--- src/rtl/uart_rx_ctrl.sv ---
// Sequencer/supervisor for the UART Rx core: enable, recovery reset, 1-entry byte buffer, idle-gap detect.
// Define UART_RX_WATCHDOG_EN to add the missing-bit_synch timeout in ACTIVE.
module uart_rx_ctrl #(
    parameter int TICKS_PER_BIT = 16,
    parameter int GAP_BITS      = 3,
    parameter int WDT_BITS      = 12
) (
    input  logic       clk,
    input  logic       rst,
    input  logic       rx_enable_i,
    input  logic [4:0] state_i,
    input  logic       bit_synch_i,
    input  logic       acq_sig_i,
    input  logic       byte_valid_i,
    input  logic [7:0] byte_data_i,
    input  logic       parity_err_i,
    input  logic       stop_err_i,
    output logic       core_en_o,
    output logic       core_rst_n_o,
    output logic [7:0] m_data_o,
    output logic [1:0] m_err_o,
    output logic       m_valid_o,
    input  logic       m_ready_i,
    output logic       frame_end_o,
    output logic       overrun_o,
    output logic       wdt_fault_o,
    input  logic       clr_i
);
    localparam logic [4:0] ST_INTERVAL = 5'b00001;
    localparam int GAP_MAX = GAP_BITS * TICKS_PER_BIT;
    localparam int GW = $clog2(GAP_MAX + 1);
    localparam logic [GW-1:0] GAP_TOP  = GW'(GAP_MAX);
    localparam logic [GW-1:0] GAP_LAST = GW'(GAP_MAX - 1);

    typedef enum logic [2:0] {OFF, IDLE, ACTIVE, GAP, RECOVER} ctrl_t;

    ctrl_t          state, state_nx;
    logic [GW-1:0]  gap_cnt;
    logic           rec_cnt;
    logic           seen_byte;
    logic           frame_end_nx;
    logic           illegal, gap_hit, wdt_hit;
    logic           byte_in, accept, overrun_set, fault_set;

    assign illegal = !$onehot(state_i);
    assign gap_hit = acq_sig_i && (gap_cnt == GAP_LAST);

`ifdef UART_RX_WATCHDOG_EN
    localparam int WDT_MAX = WDT_BITS * TICKS_PER_BIT;
    localparam int WW = $clog2(WDT_MAX + 1);
    localparam logic [WW-1:0] WDT_TOP  = WW'(WDT_MAX);
    localparam logic [WW-1:0] WDT_LAST = WW'(WDT_MAX - 1);
    logic [WW-1:0] wdt_cnt;

    assign wdt_hit = acq_sig_i && !bit_synch_i && (wdt_cnt == WDT_LAST);

    always_ff @(posedge clk or negedge rst) begin
        if (!rst)
            wdt_cnt <= '0;
        else if (state != ACTIVE || bit_synch_i)
            wdt_cnt <= '0;
        else if (acq_sig_i && wdt_cnt != WDT_TOP)
            wdt_cnt <= wdt_cnt + 1'b1;
    end
`else
    assign wdt_hit = 1'b0;
`endif

    always_comb begin
        state_nx     = state;
        frame_end_nx = 1'b0;
        case (state)
            OFF:     if (rx_enable_i) state_nx = IDLE;
            RECOVER: if (rec_cnt) state_nx = rx_enable_i ? IDLE : OFF;
            default: begin
                if (!rx_enable_i)
                    state_nx = OFF;
                else if (illegal)
                    state_nx = RECOVER;
                else begin
                    case (state)
                        IDLE:   if (state_i != ST_INTERVAL) state_nx = ACTIVE;
                        ACTIVE: begin
                            if (state_i == ST_INTERVAL) state_nx = GAP;
                            else if (wdt_hit)           state_nx = RECOVER;
                        end
                        GAP: begin
                            if (state_i != ST_INTERVAL)
                                state_nx = ACTIVE;
                            else if (gap_hit) begin
                                state_nx     = IDLE;
                                frame_end_nx = seen_byte;
                            end
                        end
                        default: state_nx = OFF;
                    endcase
                end
            end
        endcase
    end

    // Bytes arriving while the core is being reset are not trusted.
    assign byte_in     = byte_valid_i && (state != RECOVER);
    assign accept      = byte_in && (!m_valid_o || m_ready_i);
    assign overrun_set = byte_in && m_valid_o && !m_ready_i;
    assign fault_set   = (state_nx == RECOVER) && (state != RECOVER);

    always_ff @(posedge clk or negedge rst) begin
        if (!rst) begin
            state        <= OFF;
            core_en_o    <= 1'b0;
            core_rst_n_o <= 1'b1;
            frame_end_o  <= 1'b0;
            gap_cnt      <= '0;
            rec_cnt      <= 1'b0;
            seen_byte    <= 1'b0;
            m_data_o     <= '0;
            m_err_o      <= '0;
            m_valid_o    <= 1'b0;
            overrun_o    <= 1'b0;
            wdt_fault_o  <= 1'b0;
        end else begin
            state        <= state_nx;
            core_en_o    <= (state_nx != OFF);
            core_rst_n_o <= (state_nx != RECOVER);
            frame_end_o  <= frame_end_nx;
            rec_cnt      <= (state == RECOVER) && !rec_cnt;

            if (state != GAP)
                gap_cnt <= '0;
            else if (acq_sig_i && gap_cnt != GAP_TOP)
                gap_cnt <= gap_cnt + 1'b1;

            if (state_nx == OFF || frame_end_nx)
                seen_byte <= 1'b0;
            else if (byte_in)
                seen_byte <= 1'b1;

            if (accept) begin
                m_data_o  <= byte_data_i;
                m_err_o   <= {stop_err_i, parity_err_i};
                m_valid_o <= 1'b1;
            end else if (m_ready_i) begin
                m_valid_o <= 1'b0;
            end

            overrun_o   <= overrun_set | (overrun_o & ~clr_i);
            wdt_fault_o <= fault_set   | (wdt_fault_o & ~clr_i);
        end
    end
endmodule

--- config.mk ---
export PLATFORM = sky130hd
export DESIGN_NAME = uart_rx_ctrl
export DESIGN_NICKNAME = d
export VERILOG_FILES = /design/src/rtl/uart_rx_ctrl.sv
export SDC_FILE = /design/constraint.sdc
export NUM_CORES = 1
export LEC_CHECK = 0
export ABC_AREA = 1
export CAP_MARGIN = 40
export CORE_MARGIN = 8
export CORE_UTILIZATION = 42
export DETAILED_ROUTE_END_ITERATION = 16
export PLACE_DENSITY = 0.74
export SYNTH_ARGS = -nofsm -noshare
export SYNTH_HDL_FRONTEND = slang
export SYNTH_SLANG_ARGS = --single-unit
--- constraint.sdc ---
create_clock -name clk -period 1.25 [get_ports clk]
set_input_delay 0.1875 -clock clk [delete_from_list [all_inputs] [get_ports clk]]
set_output_delay 0.1875 -clock clk [all_outputs]
set_load 0.01 [all_outputs]
# [Yosys cells after proc, flatten, opt, wreduce, memory -nomap -nowiden]
# Index checks and enable logic that the tools add are counted.
[word_totals] input_bits=23 mem_count=0 latchBits=0 mem_bits_rw=0 reg_bits=27 output_inout_bits=16 rom_bits=0 wordCells=78
[classes] n_shift=0 bitwise=5 div=0 n_addsub=5 n_lt_le_gt_ge=0 mul=0 mux=23 n_eq_ne=13 reduce_logical=20
[op_table] operator="two-way mux 3 bit" count=8
[op_table] operator="two-way mux 6 bit" count=2
[op_table] operator="two-way mux 1 bit" count=11
[op_table] operator="one-hot mux 3 bit (3 select lines)" count=1
[op_table] operator="logical AND 1 bit" count=8
[op_table] operator="adder 6 x 1 -> 6 bit, second input constant" count=1
[op_table] operator="== test 3 x 1 -> 1 bit, second input constant" count=2
[op_table] operator="== test 3 x 2 -> 1 bit, second input constant" count=2
[op_table] operator="== test 3 bit, second input constant" count=2
[op_table] operator="== test 6 bit, second input constant" count=1
[op_table] operator="logical NOT 3 bit" count=2
[op_table] operator="inequality test 3 bit, second input constant" count=2
[op_table] operator="inequality test 6 bit, second input constant" count=1
[op_table] operator="one-hot mux 3 bit (2 select lines)" count=1
[op_table] operator="nonzero test 2 bit" count=3
[op_table] operator="== test 5 x 1 -> 1 bit, second input constant" count=1
[op_table] operator="inequality test 5 x 1 -> 1 bit, second input constant" count=1
[op_table] operator="adder 1 x 1 -> 2 bit" count=2
[op_table] operator="adder 2 x 2 -> 3 bit" count=1
[op_table] operator="adder 3 x 1 -> 3 bit" count=1
[op_table] operator="logical NOT 1 bit" count=3
[op_table] operator="inequality test 3 x 2 -> 1 bit, second input constant" count=1
[op_table] operator="nonzero test 3 bit" count=1
[op_table] operator="bitwise AND 1 bit" count=2
[op_table] operator="other kinds (4)" count=6

# [Logic depth before layout (Yosys ltp)]
[logic_depth] depth_word=11 mapped_depth=15 depth_no_buf=15

# [Least setup slack after synthesis]
# No wires, ideal clock.
[synth_timing] path_type="in2reg" startpoint="in state_i[0]" endpoint="reg seen_byte" path_stages=15 arrival_ps=1949 required_ps=1137 path_buffers=0 slack_ps=-812 setup_ps=113 cell_sequence="fa_1 > inv_1 > fa_1 > inv_1 > ha_1 > nor2_1 > nand2_1 > inv_1 > nand2_1 > inv_1 > nand2_1 > nor2_1 > nor2_1 > nand2_1 > inv_1"
[synth_via] elab_cells_between_ends=22 cone_classes="3 x add/sub; 3 x eq/ne; 13 x mux; 3 x reduce/logical"
[synth_rtl] element="start, declared" line="11" source="input logic [4:0] state_i,"
[synth_rtl] element="adder 1 x 1 -> 2 bit (not written as such)" line="45" source="assign illegal = !$onehot(state_i);"
[synth_rtl] element="adder 2 x 2 -> 3 bit (not written as such)" line="45"
[synth_rtl] element="adder 3 x 1 -> 3 bit (not written as such)" line="45"
[synth_rtl] element="== test 3 x 1 -> 1 bit" line="45"
[synth_rtl] element="two-way mux 1 bit (*)" line="78" source="else if (illegal)"
[synth_rtl] element="two-way mux 1 bit (*)" line="76" source="if (!rx_enable_i)"
[synth_rtl] element="two-way mux 1 bit (*)" line="72" source="case (state)"
[synth_rtl] element="net frame_end_nx" line="41" source="logic frame_end_nx;"
[synth_rtl] element="logical OR 1 bit (*)" line="134" source="if (state_nx == OFF || frame_end_nx)"
[synth_rtl] element="two-way mux 1 bit or nonzero test 2 bit (tied branches)"
[synth_rtl] element="end signal, assigned" line="116" source="seen_byte <= 1'b0;"
[synth_rtl] element="end signal, assigned" line="135" source="seen_byte <= 1'b0;"
[synth_rtl] element="end signal, assigned" line="137" source="seen_byte <= 1'b1;"
[synth_rtl] element="end, declared" line="40" source="logic seen_byte;"
# Mark *: on every way through the listed nets, which the timed path passes. The rest lies on a longest branch.
# A chain may end at the register's enable or synchronous reset.

# [Worst setup path in the final report]
[layout_timing] startpoint="in state_i[1]" endpoint="reg seen_byte"
# The elaborated chain is that of the path after synthesis.

==> metrics.txt <==
outcome complete, but fails checks; violated checks setup timing; IO Pins 39; Chip Height 72.65 µm; Post-DP HPWL 2.750 mm; input/output buffers 37; Post-Syn Instances 134; Static Leak 1.120 nW; Clock Skew 9.001 ps; Syn Nets 163; vias per cell 4.700; min Tclk post-route 1913 ps; max_cap viols 0; Max VDD drop 948.8 µV; Setup violations, final 23; DRT Pass-1 Iters 4; Clock transition at path regs 160 ps; vias in the first global route 1295; Critical Path RT 1510 ps; DP Cell Count 238; Nets 246; CTS Sinks 27; final cell count without fillers 260; sequential fraction of the synthesis area 50.23%; Final Max Tran Viols 0; Synth area leaders dfrtp_1 (48%), mux2_4 (11%), inv_1 (7.0%), nand2_1 (5.6%), ha_1 (3.7%); Worst Setup Start Kind input pin; most frequent cells in the layout buf_4 (34), dfrtp_1 (26), inv_1 (18), clkdlybuf4s50_1 (18), nand2_1 (12); DR WL/cell 15.22 µm; most common cell after layout, fill and taps aside buf_4; Data arrival, critical path 2180 ps; largest net degree at the start of global routing 20; Antenna Violating Nets Remaining 0; HP Class input pin to asynchronous set/reset pin; unrepaired setup endpoints after global routing yes; Starting Density 44.14%; n_diodes 0; Die X 72.65 µm; CTS Buf Count 3; DRT iter0 DRCs 54; max_slew headroom 73.63%; Root Buffer clkbuf_4; post-synth top area cell dfrtp_1; Main synth FF type dfrtp_1; crit path max fanout 2; remaining global-route overflow 0; Vias 1222; Yosys top cell area share 48.28%; async set-reset flop share out of synthesis 100.0%; global-route wire length before repair 6.189 mm; fmax 522.7 MHz; initial antenna violation count 0; H-tree depth 1; Area growth, synth to finish 67.69%; # DRC 0; Max clock buf depth 2; pwr dens 1536 nW/µm²; Mean Syn Cell Area 10.06 µm²; Tightest Pin Transition 394.6 ps; WHS 133.2 ps; Clock Latency Late Sink 340 ps; final setup margin -663.2 ps; GP Congestion 0.8103; CTS tree done; wirelength, routed 3.956 mm; Worst setup EP type flop; Distinct cells, synth 25; die area 5277 µm²; Final Cycle Share 153.1%; CORE AREA 3053 µm²; share of layout cells above drive strength 1 49.07%; Fin. Hold Viols 0; site row count 20; Crit Path Class input pin to flop; GRT Total Usage 15.17%; Syn Std Cell Area 1348 µm²; Synth Register Bits 27; Synth Warn # 0; total negative setup slack -4402 ps; EDFF count, synth 0
[cell usage after synthesis (2+ instances only)]
cell	number
dfrtp_1	26
inv_1	25
nand2_1	20
nor2_1	13
mux2_4	10
nand3_1	7
o21ai_0	6
ha_1	4
a21oi_1	3
nand4_1	3
fa_1	2
nand2_2	2
[area by class of cell]
cell class                 count  area [µm²]
timing repair buffer          77       664.4
clock buffer                   3       22.52
tap                           44       55.05
multi-input combinational     81       719.4
fill                         223       793.3
inverter                      27       113.9
clock inverter                 1       7.507
sequential                    27       676.9
[worst max-delay path, stage by stage]
cell and delay [ps]:
buf_6 100, fa_1 550, inv_2 40, fa_2 320, inv_2 80, ha_4 210, nor2_4 80, nand2_2 80
inv_2 60, nand2_2 60, inv_4 80, nand2_4 50, nor2_4 110, nor2_2 50, nand2_1 80, inv_1 50
[cells by family (layout without fill, tap and decap cells)]
family	count (synthesis)	in the layout	synth area share [%]
XOR/XNOR	1	1	0.6501
AO/OA/AOI/OAI	13	13	5.385
buffers and inverters	27	108	7.707
multiplexers	10	10	11.14
AND/OR/NAND/NOR	50	51	18.20
adder cells (fa/ha/maj)	6	6	6.686
flip-flops	27	27	50.23
[path summary, 6_finish.rpt]
check                      slack [ps]                    from               endpoint  depth (start not counted)
min in group clk                  280              state_i[3]     state[0]$_DFF_PN0_                          5
max in group asynchronous         860                     rst     state[0]$_DFF_PN0_                          2
min                               130                     rst  m_valid_o$_DFFE_PN0P_                          2
max                              -660              state_i[1]  seen_byte$_DFFE_PN0P_                         16
min reg2reg                       490       rec_cnt$_DFF_PN0_      rec_cnt$_DFF_PN0_                          1
max reg2reg                      -380  gap_cnt[1]$_DFFE_PN0P_  seen_byte$_DFFE_PN0P_                         10
[report_power, final]
group / total, mW / internal, mW / leakage [nW] / switching, mW
sequential: 1.31 / 1.15 / 0.340 / 0.163
clock: 0.413 / 0.123 / 0.0139 / 0.290
combinational: 1.75 / 0.985 / 0.766 / 0.763
[state kept, by name (all words and copies together), names as in the netlist]
name	count
seen_byte	1
state	3
core_en_o	1
gap_cnt	6
overrun_o	1
m_data_o	8
m_err_o	2
core_rst_n_o	1
rec_cnt	1
frame_end_o	1
m_valid_o	1
wdt_fault_o	1
[what timing repair did]
item / in CTS / in global routing
gates resized for setup: 49 / 57
cloned: 1 / 0
pin swaps: 11 / 17
setup endpoints to repair: 39 / 38
hold buffers: 0 / 0
buffers inserted: 4 / 17
[metal layers]
| layer | vias to the layer above | track usage (%) | share of wire [%] |
|---|---|---|---|
| li1 | 586 | - | - |
| met1 | 606 | 16.67 | 39 |
| met2 | 20 | 27.24 | 55 |
| met3 | 10 | 2.060 | 2.3 |
| met4 | 0 | 8.444 | 3.9 |
| met5 | - | 0 | 0 |
[stage by stage]
step                area, µm²  worst slack (ps)  power [mW]  util (%)
CTS                      2042            -675.4       3.179     66.89
global route             2260            -717.4       3.646     74.02
global placement         1952             -1288       2.754     63.93
floorplan                1354            -748.3       1.986         -
detailed placement       1952             -1413       2.813     63.93
finish                   2260            -663.2       3.471     74.02
(Power assumes the default switching activity.)
